## src/rtl/commit_regfile_pkg.sv

```systemverilog
// commit_regfile_pkg: shared Tomasulo sizing and dump FSM encoding
package commit_regfile_pkg;
  localparam int XLEN = 32;
  localparam int NREG = 32;
  localparam int IDX_W = $clog2(NREG);
  typedef enum logic [1:0] {ST_IDLE, ST_DUMP, ST_DONE} dump_state_e;
endpackage

```

## src/rtl/regfile_dump_ctrl.sv

```systemverilog
// regfile_dump_ctrl: serial dump sequencer producing index, valid and done
module regfile_dump_ctrl #(
  parameter int NREG = commit_regfile_pkg::NREG
) (
  input  logic                                clk,
  input  logic                                rst,
  input  logic                                dump_start,
  output logic                                dump_valid,
  output logic [commit_regfile_pkg::IDX_W-1:0] dump_idx,
  output logic                                dump_done
);
  import commit_regfile_pkg::*;
  localparam logic [IDX_W-1:0] LAST = IDX_W'(NREG - 1);
  dump_state_e      state_q, state_d;
  logic [IDX_W-1:0] idx_q, idx_d;
  logic             valid_q, valid_d, done_q, done_d;
  always_comb begin
    state_d = state_q;
    idx_d   = idx_q;
    valid_d = valid_q;
    done_d  = 1'b0;
    unique case (state_q)
      ST_IDLE: if (dump_start) begin
        state_d = ST_DUMP;
        idx_d   = '0;
        valid_d = 1'b1;
      end
      ST_DUMP: if (idx_q == LAST) begin
        state_d = ST_DONE;
        valid_d = 1'b0;
        done_d  = 1'b1;
      end else begin
        idx_d = idx_q + IDX_W'(1);
      end
      ST_DONE: begin
        state_d = ST_IDLE;
        idx_d   = '0;
      end
      default: state_d = ST_IDLE;
    endcase
  end
  always_ff @(posedge clk or posedge rst) begin
    if (rst) begin
      state_q <= ST_IDLE;
      idx_q   <= '0;
      valid_q <= 1'b0;
      done_q  <= 1'b0;
    end else begin
      state_q <= state_d;
      idx_q   <= idx_d;
      valid_q <= valid_d;
      done_q  <= done_d;
    end
  end
  assign dump_valid = valid_q;
  assign dump_idx   = idx_q;
  assign dump_done  = done_q;
endmodule

```

## src/rtl/commit_regfile.sv

```systemverilog
// commit_regfile: architectural register file written at commit, with bypassed
// registered read ports and a serial dump port
module commit_regfile #(
  parameter int XLEN = commit_regfile_pkg::XLEN,
  parameter int NREG = commit_regfile_pkg::NREG
) (
  input  logic                                clk,
  input  logic                                rst,
  input  logic                                commit_wen,
  input  logic [commit_regfile_pkg::IDX_W-1:0] commit_idx,
  input  logic [XLEN-1:0]                     commit_data,
  input  logic [commit_regfile_pkg::IDX_W-1:0] rs1,
  input  logic [commit_regfile_pkg::IDX_W-1:0] rs2,
  output logic [XLEN-1:0]                     Vj,
  output logic [XLEN-1:0]                     Vk,
  input  logic                                dump_start,
  output logic                                dump_valid,
  output logic [commit_regfile_pkg::IDX_W-1:0] dump_idx,
  output logic [XLEN-1:0]                     dump_data,
  output logic                                dump_done,
  output logic [15:0]                         commit_count
);
  import commit_regfile_pkg::*;
  logic [XLEN-1:0] regs_q [NREG];
  logic [XLEN-1:0] regs_d [NREG];
  logic [XLEN-1:0] vj_q, vj_d, vk_q, vk_d;
  logic [15:0]     commit_count_q, commit_count_d;
  logic            wr;
  assign wr = commit_wen && commit_idx != '0;
  always_comb begin
    regs_d = regs_q;
    if (wr) regs_d[commit_idx] = commit_data;
    // r0 is never written, so its storage stays zero for both reads and bypass
    vj_d = (wr && commit_idx == rs1) ? commit_data : regs_q[rs1];
    vk_d = (wr && commit_idx == rs2) ? commit_data : regs_q[rs2];
    commit_count_d = commit_count_q + 16'(commit_wen);
  end
  always_ff @(posedge clk or posedge rst) begin
    if (rst) begin
      regs_q         <= '{default: '0};
      vj_q           <= '0;
      vk_q           <= '0;
      commit_count_q <= '0;
    end else begin
      regs_q         <= regs_d;
      vj_q           <= vj_d;
      vk_q           <= vk_d;
      commit_count_q <= commit_count_d;
    end
  end
  regfile_dump_ctrl #(.NREG(NREG)) u_dump (
    .clk        (clk),
    .rst        (rst),
    .dump_start (dump_start),
    .dump_valid (dump_valid),
    .dump_idx   (dump_idx),
    .dump_done  (dump_done)
  );
  assign dump_data    = dump_valid ? regs_q[dump_idx] : '0;
  assign Vj           = vj_q;
  assign Vk           = vk_q;
  assign commit_count = commit_count_q;
endmodule

```

## config.mk

```make
export PLATFORM = sky130hd
export DESIGN_NAME = commit_regfile
export DESIGN_NICKNAME = d
export VERILOG_FILES = /design/src/rtl/commit_regfile_pkg.sv /design/src/rtl/regfile_dump_ctrl.sv /design/src/rtl/commit_regfile.sv
export SDC_FILE = /design/constraint.sdc
export NUM_CORES = 2
export LEC_CHECK = 0
export CAP_MARGIN = 10
export CORE_UTILIZATION = 68
export CTS_CLUSTER_DIAMETER = 150
export DETAILED_ROUTE_END_ITERATION = 10
export PLACE_DENSITY_LB_ADDON = 0.15
export SLEW_MARGIN = 20
export SYNTH_ARGS = -nofsm -noshare
export SYNTH_HDL_FRONTEND = slang
export SYNTH_SLANG_ARGS = --single-unit
```

## constraint.sdc

```tcl
create_clock -name clk -period 70.3 [get_ports clk]
set_input_delay 14.06 -clock clk [delete_from_list [all_inputs] [get_ports clk]]
set_output_delay 14.06 -clock clk [all_outputs]
set_load 0.005 [all_outputs]
```

# Yosys cells after proc, flatten, opt, wreduce, memory -nomap -nowiden
# Cells that the tools add are included.
# word_totals
output_inout_bits	119
inputBits	51
wordCells	95
reg_bits	1113
# classes
bitwise	4
n_lt_le_gt_ge	5
reduce_logical	11
n_mux	26
addsub	2
n_eq_ne	8
# ops
operator	count
1024-bit bitwise mux	1
32-bit binary-select mux with 5-bit select	3
32-bit 2-to-1 mux	10
32-bit demux with 5-bit select	1
6-bit >= comparator (second input constant)	4
5-bit NOT with 6-bit output	4
16-bit by 1-bit adder with 16-bit output	1
5-bit one-hot mux with 3 select lines	1
5-bit == test	2
5-bit 2-to-1 mux	2
6-bit by 1-bit less-than comparator with 1-bit output (second input constant)	1
3-bit AND reduction	2
5-bit by 1-bit adder with 5-bit output (second input constant)	1
5-bit == test (second input constant)	1
5-bit nonzero test	1
1-bit logical AND	4
1-bit 2-to-1 mux	4
2-bit 2-to-1 mux	2
2-bit != test (second input constant)	2
2-bit one-hot mux with 2 select lines	1
3-bit nonzero test	1
2-bit by 1-bit == test with 1-bit output (second input constant)	1
2-bit == test (second input constant)	1
2-bit zero test	1
other kinds (4)	4

# Depth between registers and ports, before layout
# depth
depth_word	6
ltp_mapped	10
mapped_depth_nobuf	8

# Modules after synthesis
# From an unflattened synthesis, not the netlist that was laid out.
# unflattened
hier_cells	4081
hier_area_um2	64161.5
# modules_own_cells
mod	seq_area_each_um2	n_inst	cells_per_inst	area_per_inst_um2
commit_regfile	27626.5	1	4029	63666.1
regfile_dump_ctrl	225.2	1	52	495.5

# Worst setup path before layout
# Ideal clock, no wire load.
# synth_path
kind	register to output
startpoint	register u_dump.idx_q[1], in the netlist u_dump.dump_idx[1]
endpoint	output port dump_data[23]
path_slack_ns	54.002
required_ns	56.240
n_path_buf	3
stages_incl_launch_ff	7
t_arrival_ns	2.238
path_cell_list	dfrtp_1 clkbuf_1 clkbuf_1 clkbuf_1 mux4_2 mux4_2 a22o_1
# synth_via
elab_chain_len	5
# synth_lines
item	line_no	rtl
start, declared	regfile_dump_ctrl.sv:15	logic [IDX_W-1:0] idx_q, idx_d;
start signal, assigned	regfile_dump_ctrl.sv:50	idx_q <= idx_d;
5-bit NOT with 6-bit output (not written as such)	commit_regfile.sv:59	assign dump_data = dump_valid ? regs_q[dump_idx] : '0;
32-bit binary-select mux with 5-bit select	commit_regfile.sv:59	
32-bit 2-to-1 mux (not written as such) (2 in series)	commit_regfile.sv:59	
32-bit 2-to-1 mux	commit_regfile.sv:59	
end, declared	commit_regfile.sv:19	output logic [XLEN-1:0] dump_data,
# No other way between the ends. The select of a mux whose other input is x is not followed.

# Worst setup path in the final report
# layout_path
startpoint	register u_dump.idx_q[0], in the netlist u_dump.dump_idx[0]
endpoint	output port dump_data[9]
# Same word-level chain as after synthesis.

==> flow_summary.html <==
<table>
<tr><th>Metric</th><th>Value</th></tr>
<tr><th colspan="2">Die</th></tr>
<tr><td>Die extent in y</td><td>about 310 um</td></tr>
<tr><td>Effective utilization at floorplan</td><td>about two thirds</td></tr>
<tr><td>Area of the die</td><td>between 90,000 and 100,000 um^2</td></tr>
<tr><td>Core Footprint</td><td>~93,000 um^2</td></tr>
<tr><td>Chip width</td><td>roughly 300 um</td></tr>
<tr><td>Number of top-level pins</td><td>170</td></tr>
<tr><td>Row count</td><td>approximately 110</td></tr>
<tr><th colspan="2">Run</th></tr>
<tr><td>Max-cap violations</td><td>0</td></tr>
<tr><th colspan="2">Synthesis</th></tr>
<tr><td>Post-synthesis adder-cell area fraction</td><td>0.0782%</td></tr>
<tr><td>Synthesis Warnings</td><td>0</td></tr>
<tr><td>Number of register bits inferred by synthesis</td><td>around 1,100</td></tr>
<tr><td>Part of the Yosys area used for sequential elements</td><td>between 40% and 50%</td></tr>
<tr><td>Mapped cell area</td><td>64,000 um^2</td></tr>
<tr><td>Multiplexer fraction of the synthesized cell area</td><td>between 40 and 50%</td></tr>
<tr><td>Compound-Gate Fraction of Synth Area</td><td>between 3 and 4%</td></tr>
<tr><td>Top cells by instance count after synthesis</td><td>sky130_fd_sc_hd__dfrtp_1 (1,113), sky130_fd_sc_hd__mux2_2 (991), sky130_fd_sc_hd__mux4_2 (830)</td></tr>
<tr><td>Average cell area after synthesis</td><td>15.7 um^2</td></tr>
<tr><td>Share of the synthesized netlist area taken by xor and xnor gates</td><td>less than 1%</td></tr>
<tr><td>Post-Syn Nets</td><td>4,138</td></tr>
<tr><td>Dominant cell by count in the synthesized netlist</td><td>sky130_fd_sc_hd__dfrtp_1</td></tr>
<tr><td>Synthesized netlist cell count</td><td>4,083</td></tr>
<tr><td>Top cell type's share of synthesized area</td><td>a little over two fifths</td></tr>
<tr><td>Main synth FF type</td><td>sky130_fd_sc_hd__dfrtp_1</td></tr>
<tr><td>Number of enable-type register cells in the synthesized netlist</td><td>0</td></tr>
<tr><td>Count of different cell masters after synthesis</td><td>46</td></tr>
<tr><td>Share of synthesized flip-flops with an asynchronous set or reset</td><td>between 90% and 100%</td></tr>
<tr><td>Simple-gate share of the synthesized area</td><td>2.09%</td></tr>
<tr><td>Dominant combinational cell family by area after synthesis</td><td>multiplexers</td></tr>
<tr><td>Top cells by area in the synthesized netlist</td><td>sky130_fd_sc_hd__dfrtp_1 (43%), sky130_fd_sc_hd__mux4_2 (29%), sky130_fd_sc_hd__mux2_2 (17%)</td></tr>
<tr><td>Top cell type by total area after synthesis</td><td>sky130_fd_sc_hd__dfrtp_1</td></tr>
<tr><th colspan="2">Worst setup path</th></tr>
<tr><td>Critical path start-end classification</td><td>flop to output pin</td></tr>
<tr><td>Arrival time of data at the critical path endpoint</td><td>5.26 ns</td></tr>
<tr><td>Largest fanout on the critical path</td><td>47</td></tr>
<tr><td>Worst path max stage delay</td><td>around 0.89 ns</td></tr>
<tr><td>Endpoint type of the worst setup path</td><td>output pin</td></tr>
<tr><td>Crit path required time</td><td>56.24 ns</td></tr>
<tr><td>Critical-path cell list</td><td>buf_4 -&gt; buf_4 -&gt; mux4_2 -&gt; mux4_2 -&gt; a22o_1 -&gt; clkdlybuf4s50_1</td></tr>
<tr><td>Beginning of the worst register-to-register path</td><td>u_dump.dump_idx[0]</td></tr>
<tr><td>Worst setup path startpoint</td><td>u_dump.dump_idx[0]</td></tr>
<tr><td>Crit path launch type</td><td>flop</td></tr>
<tr><td>Slowest stage cell, crit path</td><td>sky130_fd_sc_hd__dfrtp_4</td></tr>
<tr><th colspan="2">Placement</th></tr>
<tr><td>Standard cell area after detailed placement</td><td>66,000 um^2</td></tr>
<tr><td>Hpwl dp</td><td>approximately 110 mm</td></tr>
<tr><td>Global placement routability congestion</td><td>about 0.85</td></tr>
<tr><td>Count of input and output buffers</td><td>169</td></tr>
<tr><th colspan="2">Global routing</th></tr>
<tr><td>Global-route congestion overflow total</td><td>0</td></tr>
<tr><td>Antenna violations before repair</td><td>7</td></tr>
<tr><td>First-pass GRT wire length</td><td>roughly 290 mm</td></tr>
<tr><td>Total global routing track utilization</td><td>between 40% and 50%</td></tr>
<tr><td>Vias in the first global route</td><td>around 42,000</td></tr>
<tr><td>Maximum number of pins on one net before global-route repair</td><td>between 150 and 200</td></tr>
<tr><th colspan="2">Finish</th></tr>
<tr><td>Final core utilization</td><td>about 75%</td></tr>
<tr><td>Number of nets in the layout</td><td>roughly 4,000</td></tr>
<tr><td>Share of layout cells above drive strength 1</td><td>53.9%</td></tr>
<tr><td>Area growth syn-to-layout</td><td>9.41%</td></tr>
<tr><td>Post-route standard cell area excluding fillers</td><td>70,100 um^2</td></tr>
<tr><td>Filler Cells Inserted</td><td>around 5,600</td></tr>
<tr><th colspan="2">Clocking</th></tr>
<tr><td>Clock sink count</td><td>between 1,000 and 1,500</td></tr>
<tr><td>Hold-fix buffers, CTS</td><td>0</td></tr>
<tr><td>TritonCTS clock tree</td><td>yes</td></tr>
<tr><td>CTS Root Buffer Type</td><td>sky130_fd_sc_hd__clkbuf_16</td></tr>
<tr><td>Clock transition at the register clock pins on the worst setup and hold paths after CTS</td><td>~0.06 ns</td></tr>
<tr><td>Count of instances resized after the clock tree is built</td><td>0</td></tr>
<tr><td>Post-CTS repair timing setup buffer count</td><td>0</td></tr>
<tr><td>Maximum level of the CTS H-tree</td><td>3</td></tr>
<tr><td>Clock buffers created by TritonCTS</td><td>~110</td></tr>
<tr><td>Latest clock arrival within the worst-skew pair</td><td>~0.74 ns</td></tr>
<tr><td>Maximum buffer depth of the clock tree</td><td>3</td></tr>
<tr><th colspan="2">STA</th></tr>
<tr><td>Setup skew after layout</td><td>roughly 0.035 ns</td></tr>
<tr><td>Portion of the clock cycle consumed by the worst path in the final layout</td><td>27.5%</td></tr>
<tr><td>RSZ-0062 raised after global routing</td><td>false</td></tr>
<tr><td>Number of setup violations in the final report</td><td>0</td></tr>
<tr><td>Number of pins exceeding their max-slew limit in the final report</td><td>0</td></tr>
<tr><td>Min cycle time layout</td><td>19.32 ns</td></tr>
<tr><td>Peak Freq</td><td>between 0.05 and 0.06 GHz</td></tr>
<tr><td>Least-Margin Pin Slew</td><td>between 1 and 1.5 ns</td></tr>
<tr><td>Number of hold violations in the final report</td><td>0</td></tr>
<tr><td>Slew margin rel.</td><td>18.4%</td></tr>
<tr><td>Total negative slack</td><td>0 ns</td></tr>
<tr><th colspan="2">Power and ir drop</th></tr>
<tr><td>Static power due to leakage</td><td>slightly below 30 nW</td></tr>
<tr><td>IR Drop Worst-Case VDD</td><td>~0.032 mV</td></tr>
<tr><td>Power density cells</td><td>33.1 nW/um^2</td></tr>
<tr><th colspan="2">Detailed routing</th></tr>
<tr><td>Number of search-and-repair iterations in the first detailed-routing pass</td><td>6</td></tr>
<tr><td>Sum of routed wire length over all layers</td><td>about 200 mm</td></tr>
<tr><td>Detailed-route wire length per cell</td><td>~37 um</td></tr>
<tr><td>Number of violations reported at the end of detailed-routing iteration 0</td><td>~6,000</td></tr>
<tr><td>Number of antenna-violating nets in the routed design</td><td>0</td></tr>
<tr><td>Via density</td><td>between 8 and 9</td></tr>
<tr><td>Final routed DRC violation total</td><td>0</td></tr>
<tr><td>Via count</td><td>roughly 43,000</td></tr>
<tr><th colspan="2">Outcome</th></tr>
<tr><td>Outcome</td><td>complete, no violations</td></tr>
<tr><th colspan="2">Worst hold path</th></tr>
<tr><td>Worst Hold Class</td><td>flop to flop</td></tr>
<tr><td>Source of the worst hold timing path</td><td>regs_q[996]</td></tr>
</table>
## logic make-up after synthesis
| kind of cell | after synthesis |
|---|---|
| multiplexers | 1829 |
| flip-flops | 1113 |
| buffers and inverters | 501 |
| AO/OA/AOI/OAI | 371 |
| XOR/XNOR | 24 |
| AND/OR/NAND/NOR | 241 |
| adder cells (fa/ha/maj) | 4 |
## layout by cell type, fill, tap and decap left out, types with 7 or more instances in the layout
cell | netlist | routed
sky130_fd_sc_hd__clkdlybuf4s50_1 | 0 | 142
sky130_fd_sc_hd__clkbuf_8 | 0 | 21
sky130_fd_sc_hd__buf_12 | 0 | 7
sky130_fd_sc_hd__nand3b_1 | 11 | 11
sky130_fd_sc_hd__o21ai_0 | 71 | 71
sky130_fd_sc_hd__buf_2 | 116 | 23
sky130_fd_sc_hd__clkinv_2 | 0 | 28
sky130_fd_sc_hd__nor2_1 | 23 | 11
sky130_fd_sc_hd__clkbuf_1 | 235 | 13
sky130_fd_sc_hd__mux2_2 | 991 | 991
sky130_fd_sc_hd__dfrtp_1 | 1113 | 1109
sky130_fd_sc_hd__or4_1 | 62 | 62
sky130_fd_sc_hd__nand2_4 | 0 | 12
sky130_fd_sc_hd__nand2_1 | 90 | 74
sky130_fd_sc_hd__buf_4 | 43 | 77
sky130_fd_sc_hd__bufinv_16 | 0 | 17
sky130_fd_sc_hd__o22ai_1 | 249 | 249
sky130_fd_sc_hd__a22o_1 | 33 | 33
sky130_fd_sc_hd__nand3_1 | 17 | 13
sky130_fd_sc_hd__mux2i_1 | 7 | 7
sky130_fd_sc_hd__xor2_1 | 9 | 9
sky130_fd_sc_hd__and3_1 | 10 | 10
sky130_fd_sc_hd__clkbuf_16 | 0 | 116
sky130_fd_sc_hd__nor2_4 | 0 | 12
sky130_fd_sc_hd__mux4_2 | 830 | 830
sky130_fd_sc_hd__xnor2_1 | 15 | 15
sky130_fd_sc_hd__diode_2 | 0 | 7
## layer usage
layer | vias up | GRT usage, % | wire, um | share of wire, %
met3 | 735 | 13.5 | 25100 | 13
met2 | 3161 | 61.7 | 89600 | 46
met5 | - | 0 | 72 | 0.037
met1 | 22400 | 57.6 | 69700 | 36
li1 | 16200 | - | - | -
met4 | 12 | 20.8 | 11000 | 5.6
## where the power goes
part           leakage (nW)  internal (mW)  switching, mW  total [mW]
logic                  12.9          0.463          0.304       0.767
clock network          2.00          0.386          0.267       0.654
registers              14.3          0.762          0.139       0.901
total                  29.2           1.61          0.711        2.32
## registers in the layout, indices dropped and copies added, names as in the netlist
signal / count
regs_q: 1024
commit_count: 16
u_dump.dump_done: 1
Vk: 32
u_dump.state_q: 2
Vj: 32
u_dump.dump_idx: 5
u_dump.dump_valid: 1
## cell type report
cell class                 instances  area, um^2  share of cell area, %
multi-input combinational       2469       34100                   48.7
antenna                            7        17.5                 0.0250
clock inverter                    60         798                   1.14
inverter                           5        26.3                 0.0375
clock buffer                     150        3240                   4.63
sequential                      1113       27900                   39.8
timing repair buffer             259        2430                   3.47
tap                             1254        1570                   2.24
## through the flow
step	power, mW	setup WS [ns]	cells	hold WS, ns
detailed placement	1.66	51.66	5096	0.402
floorplan	1.43	24.90	4083	0.458
global placement	1.63	51.72	5094	0.397
global route	2.40	50.68	5310	0.432
CTS	2.31	50.88	5306	0.417
finish	2.32	50.98	5317	0.416
## critical path, delay by kind of cell, from the launching register on
kind,cells,cell delay [ns]
buf+inv,3,2.14
flops,1,0.89
mux,2,1.11
compound gates,1,0.30
## worst paths after layout
check,to,slack [ns],cells past startpoint
setup / recovery,dump_data[9],50.98,6
hold / removal,regs_q[996],0.42,0
setup reg to reg,u_dump.dump_idx[3],67.90,8
hold reg to reg,regs_q[996],0.42,0
max in group asynchronous,regs_q[685],52.60,6
min in group asynchronous,regs_q[187],13.84,2
Power figures use the tool's default switching activity.
